--- config.mk ---
export PLATFORM = sky130hd
export DESIGN_NAME = lzd_shift_normalizer
export DESIGN_NICKNAME = d
export VERILOG_FILES = /design/src/rtl/lzd_shift_normalizer.sv
export SDC_FILE = /design/constraint.sdc
export NUM_CORES = 1
export LEC_CHECK = 0
export ABC_AREA = 1
export BUFFER_PORTS_ARGS = -buffer_cell sky130_fd_sc_hd__buf_2
export CORE_MARGIN = 5
export CORE_UTILIZATION = 50
export CTS_CLUSTER_SIZE = 16
export DETAILED_ROUTE_END_ITERATION = 7
export PLACE_DENSITY = 0.83
export SLEW_MARGIN = 20
export SYNTH_ARGS = -nofsm -noshare
export SYNTH_HDL_FRONTEND = slang
export SYNTH_SLANG_ARGS = --single-unit
--- constraint.sdc ---
create_clock -name clk -period 1.54 [get_ports clk]
set_input_delay 0.308 -clock clk [delete_from_list [all_inputs] [get_ports clk]]
set_output_delay 0.308 -clock clk [all_outputs]
set_load 0.1 [all_outputs]
--- src/rtl/lzd_shift_normalizer.sv ---
//------------------------------------------------------------------------------
// Module      : lzd_shift_normalizer
// Description : Sequential left-normalizer: captures an operand, counts its
//               leading zeros and shifts it left one bit per cycle until the
//               MSB is set. Optional macro LZD_SHIFT_ZERO_BYPASS_EN skips the
//               shift cycles for an all-zero operand.
// Revision    : 1.0 - initial release
//------------------------------------------------------------------------------
`default_nettype none

module lzd_shift_normalizer #(
  parameter int WIDTH = 16,
  parameter int CNT_W = 5
) (
  input  logic             clk,
  input  logic             rst,
  input  logic             start,
  input  logic [WIDTH-1:0] data_in,
  output logic             busy,
  output logic             done,
  output logic [WIDTH-1:0] result,
  output logic [CNT_W-1:0] shift_amt,
  output logic             zero
);

  localparam logic [CNT_W-1:0] c_width = CNT_W'(WIDTH);

  typedef enum logic [1:0] {
    S_IDLE  = 2'd0,
    S_SHIFT = 2'd1,
    S_DONE  = 2'd2
  } state_t;

  state_t           r_state;
  logic [WIDTH-1:0] r_opnd;
  logic [CNT_W-1:0] r_cnt;
  logic [CNT_W-1:0] r_lzd;

  logic [CNT_W-1:0] w_lzd;
  logic             w_in_zero;
  logic             w_lt;
  logic             w_do_shift;
  logic [CNT_W-1:0] w_final_amt;

  // Highest set bit wins, so scan upward and let later hits overwrite.
  always_comb begin
    w_lzd = c_width;
    for (int i = 0; i < WIDTH; i++) begin
      if (data_in[i]) begin
        w_lzd = CNT_W'(WIDTH - 1 - i);
      end
    end
  end

  assign w_in_zero = (data_in == '0);
  assign w_lt      = (r_cnt < r_lzd);

`ifdef LZD_SHIFT_ZERO_BYPASS_EN
  assign w_do_shift  = w_lt && !zero;
  assign w_final_amt = zero ? c_width : r_cnt;
`else
  assign w_do_shift  = w_lt;
  assign w_final_amt = r_cnt;
`endif

  always_ff @(posedge clk or posedge rst) begin
    if (rst) begin
      r_state   <= S_IDLE;
      r_opnd    <= '0;
      r_cnt     <= '0;
      r_lzd     <= '0;
      busy      <= 1'b0;
      done      <= 1'b0;
      result    <= '0;
      shift_amt <= '0;
      zero      <= 1'b0;
    end else begin
      case (r_state)
        S_IDLE: begin
          if (start) begin
            r_opnd  <= data_in;
            r_lzd   <= w_lzd;
            r_cnt   <= '0;
            zero    <= w_in_zero;
            busy    <= 1'b1;
            r_state <= S_SHIFT;
          end
        end
        S_SHIFT: begin
          if (w_do_shift) begin
            r_opnd <= {r_opnd[WIDTH-2:0], 1'b0};
            r_cnt  <= r_cnt + 1'b1;
          end else begin
            result    <= r_opnd;
            shift_amt <= w_final_amt;
            done      <= 1'b1;
            r_state   <= S_DONE;
          end
        end
        S_DONE: begin
          done    <= 1'b0;
          busy    <= 1'b0;
          r_state <= S_IDLE;
        end
        default: begin
          done    <= 1'b0;
          busy    <= 1'b0;
          r_state <= S_IDLE;
        end
      endcase
    end
  end

endmodule

`default_nettype wire
==> impl_metrics.tcl <==
set metrics [dict create \
    r2r_cells 10 \
    grt_use_met2_pct 31.40 \
    core_area_mm2 0.004692 \
    cp_slowest_cell "dfrtp_1" \
    h-tree-depth 2 \
    n_fill_cell 356 \
    finalWorstSetupSlack_ps -214.4 \
    track_usage_pct 18.91 \
    crit_path_cell_trace "ha_4 > nand2_4 > inv_2 > nand4_1 > o2111ai_2 > buf_4 > nand3_4 > buf_12 > nand2_1 > o21ai_1" \
    startpoint_type "register" \
    worstSetupPathType "reg -> reg" \
    initialDrtViolationCount 147 \
    die_w_um 79.25 \
    synth_compound_gate_area_share_pct 16.70 \
    worstSkewPairLatency_ps 310 \
    ios 43 \
    whs_path_depth 3 \
    synth-simple-area-share_pct 16.13 \
    use_met3_pct 3.628 \
    setup_viol 43 \
    syn_nets 301 \
    initial_core_util_pct 51.09 \
    finalWirelength_um 5509 \
    muxShareOfSynthArea_pct 0 \
    final_antenna_net_count 0 \
    cts.sinks 52 \
    drc 0 \
    cp_max_fo 18 \
    row_count 25 \
    hold_path_class "in -> reg" \
    critPathCaptureType "register" \
    grt_pass1_vias 2022 \
    syn-instance-count 277 \
    path_clk_slew_ps 90 \
    avgSynthCellArea_um2 8.655 \
    viasPerCell 5.305 \
    overflow 0 \
    synth_warnings 0 \
    timing.fmax_ghz 0.5700 \
    rsz0062_at_grt "yes" \
    diodes 0 \
    critical-path-top-delay-family "flip-flops" \
    numCtsBuffers 5 \
    synth_cell_types 22 \
    die_h_um 79.25 \
    arrival_ps 1960 \
    ys_seq_area_share_pct 54.28 \
    finalNetCount 356 \
    cpPeakStageDelay_ps 430 \
    cts_buffer_depth 2 \
    ff_latch_area_mm2 0.001301 \
    crit_cells 10 \
    cts_tree "done" \
    grt_pass1_wl_um 9163 \
    layout_min_cycle_time_ps 1754 \
    met1_usage_pct 23.74 \
    wl_per_cell_um 14.24 \
    skew_ps 4.884 \
    fin_crit_sh_pct 113.9 \
    slew_violations 0 \
    pre_cts_slack_ps -154.1 \
    cts-root-buf "clkbuf_8" \
    max-cap-violations 0 \
    path_buf_inv 3 \
    synth-adder-area-share_pct 2.610 \
    relSlewSlack_pct 67.69 \
    status "finished, violations left" \
    die-area_mm2 0.006280 \
    numPortBuffers 42 \
    synth_top_family_by_area "compound AO/OA/AOI/OAI gates" \
    place.gp.congestion 0.7883 \
    syn-cell-area_mm2 0.002397 \
    num_vias 2053 \
    ys_ff_latch 52 \
    failed_checks "setup timing" \
    top_usage_layer "met2" \
    synthXorXnorAreaFrac_pct 0 \
    syn2layout_area_growth_pct 26.67 \
    worstMarginPinSlew_ps 488.0 \
    firstDrtPassIters 5 \
    dp_hpwl_um 3756 \
    drive_gt1_share_pct 29.73 \
    required_ps 1740 \
    antenna_found_initial 0 \
    multiInputGateArea_um2 970.9 \
    grt_max_degree 40 \
    hold_viol 0 \
]
## worst register-to-register path: stages (launching register included)
cell       delay, ps
dfrtp_1          430
ha_4             310
nand2_4           60
inv_2             40
nand4_1           80
o2111ai_2        110
buf_4            180
nand3_4          120
buf_12           190
nand2_1           70
o21ai_1           70
## path summary, 6_finish.rpt
kind	slack (ps)	startpoint	endpoint
setup / recovery	-210	r_cnt[4]	result[6]
hold / removal	280	data_in[0]	r_opnd[0]
setup reg to reg	-210	r_cnt[4]	result[6]
hold reg to reg	480	zero	zero
max in group asynchronous	570	rst	shift_amt[2]
min in group asynchronous	490	rst	result[0]
## cells in the final DEF, fill, tap and decap left out
cell	n
a21oi_2	4
buf_12	3
buf_16	1
buf_2	42
buf_4	11
buf_6	1
bufinv_16	1
clkbuf_8	5
clkinv_2	1
clkinvlp_4	2
dfrtp_1	52
dlygate4sd3_1	1
ha_1	2
ha_4	3
inv_1	42
inv_2	5
nand2_1	57
nand2_2	8
nand2_4	1
nand3_1	7
nand3_2	1
nand3_4	1
nand3b_1	1
nand4_1	2
nor2_1	3
nor2_2	1
nor2_4	2
nor3_1	4
nor4_1	3
o2111ai_2	1
o211ai_1	16
o21ai_0	8
o21ai_1	36
o21ai_2	5
## flip-flops by register name (all words and copies together), names as in the netlist
signal / count
zero: 1
result: 16
busy: 1
r_cnt: 5
r_opnd: 16
r_lzd: 5
shift_amt: 5
done: 1
r_state: 2
## stage by stage
stage / setup TNS, ps / utilization, % / cell area, um^2 / instances / hold slack, ps
CTS: -4228 / 63.31 / 2970 / 385 / 282.5
detailed placement: -5003 / 58.85 / 2761 / 374 / 288.3
finish: -6173 / 64.72 / 3037 / 387 / 275.4
floorplan: -1329 / - / 2435 / 277 / 363.1
global placement: -2134 / 58.85 / 2761 / 374 / 287.1
global route: -8989 / 64.72 / 3037 / 387 / 278.3
## synth_stat cells
cell | count | share of area [%]
a21oi_1 | 4 | 0.84
buf_2 | 3 | 0.63
buf_4 | 1 | 0.31
buf_6 | 2 | 0.94
clkbuf_1 | 3 | 0.47
clkbuf_2 | 2 | 0.42
dfrtp_1 | 52 | 54
ha_1 | 5 | 2.6
inv_1 | 48 | 7.5
nand2_1 | 66 | 10
nand3_1 | 8 | 1.7
nand3_2 | 1 | 0.42
nand3b_1 | 1 | 0.31
nand4_1 | 2 | 0.52
nor2_1 | 5 | 0.78
nor2_4 | 1 | 0.47
nor3_1 | 4 | 0.84
nor4_1 | 3 | 0.78
o2111ai_2 | 1 | 0.63
o211ai_1 | 16 | 5.0
o21ai_0 | 38 | 7.9
o21ai_1 | 11 | 2.3
## repair_timing
item / in CTS / in global routing
pin swaps: 2 / 3
buffers inserted: 1 / 2
endpoints found under the setup margin: 44 / 46
endpoints found under the hold margin: 13 / 0
cloned: 1 / 0
gates resized for setup: 23 / 21
hold buffers: 1 / 0
## kinds of logic (layout without fill, tap and decap cells)
family	after synthesis	count (layout)
buffers and inverters	59	115
flip-flops	52	52
AND/OR/NAND/NOR	91	91
AO/OA/AOI/OAI	70	70
adder cells (fa/ha/maj)	5	5
## cell type report
type	count	share of cell area (%)
multi-input combinational	166	31.97
inverter	48	6.057
timing repair buffer	59	13.23
tap	54	2.225
clock inverter	3	1.401
clock buffer	5	2.266
sequential	52	42.85
## routing by layer
layer,wire (um),vias up
li1,-,1021
met1,2420,966
met2,2719,55
met3,248,11
met4,121,0
met5,0,-
Power is not shown: default switching activity piles up to over one toggle a cycle in this logic, so the estimate is an artifact.
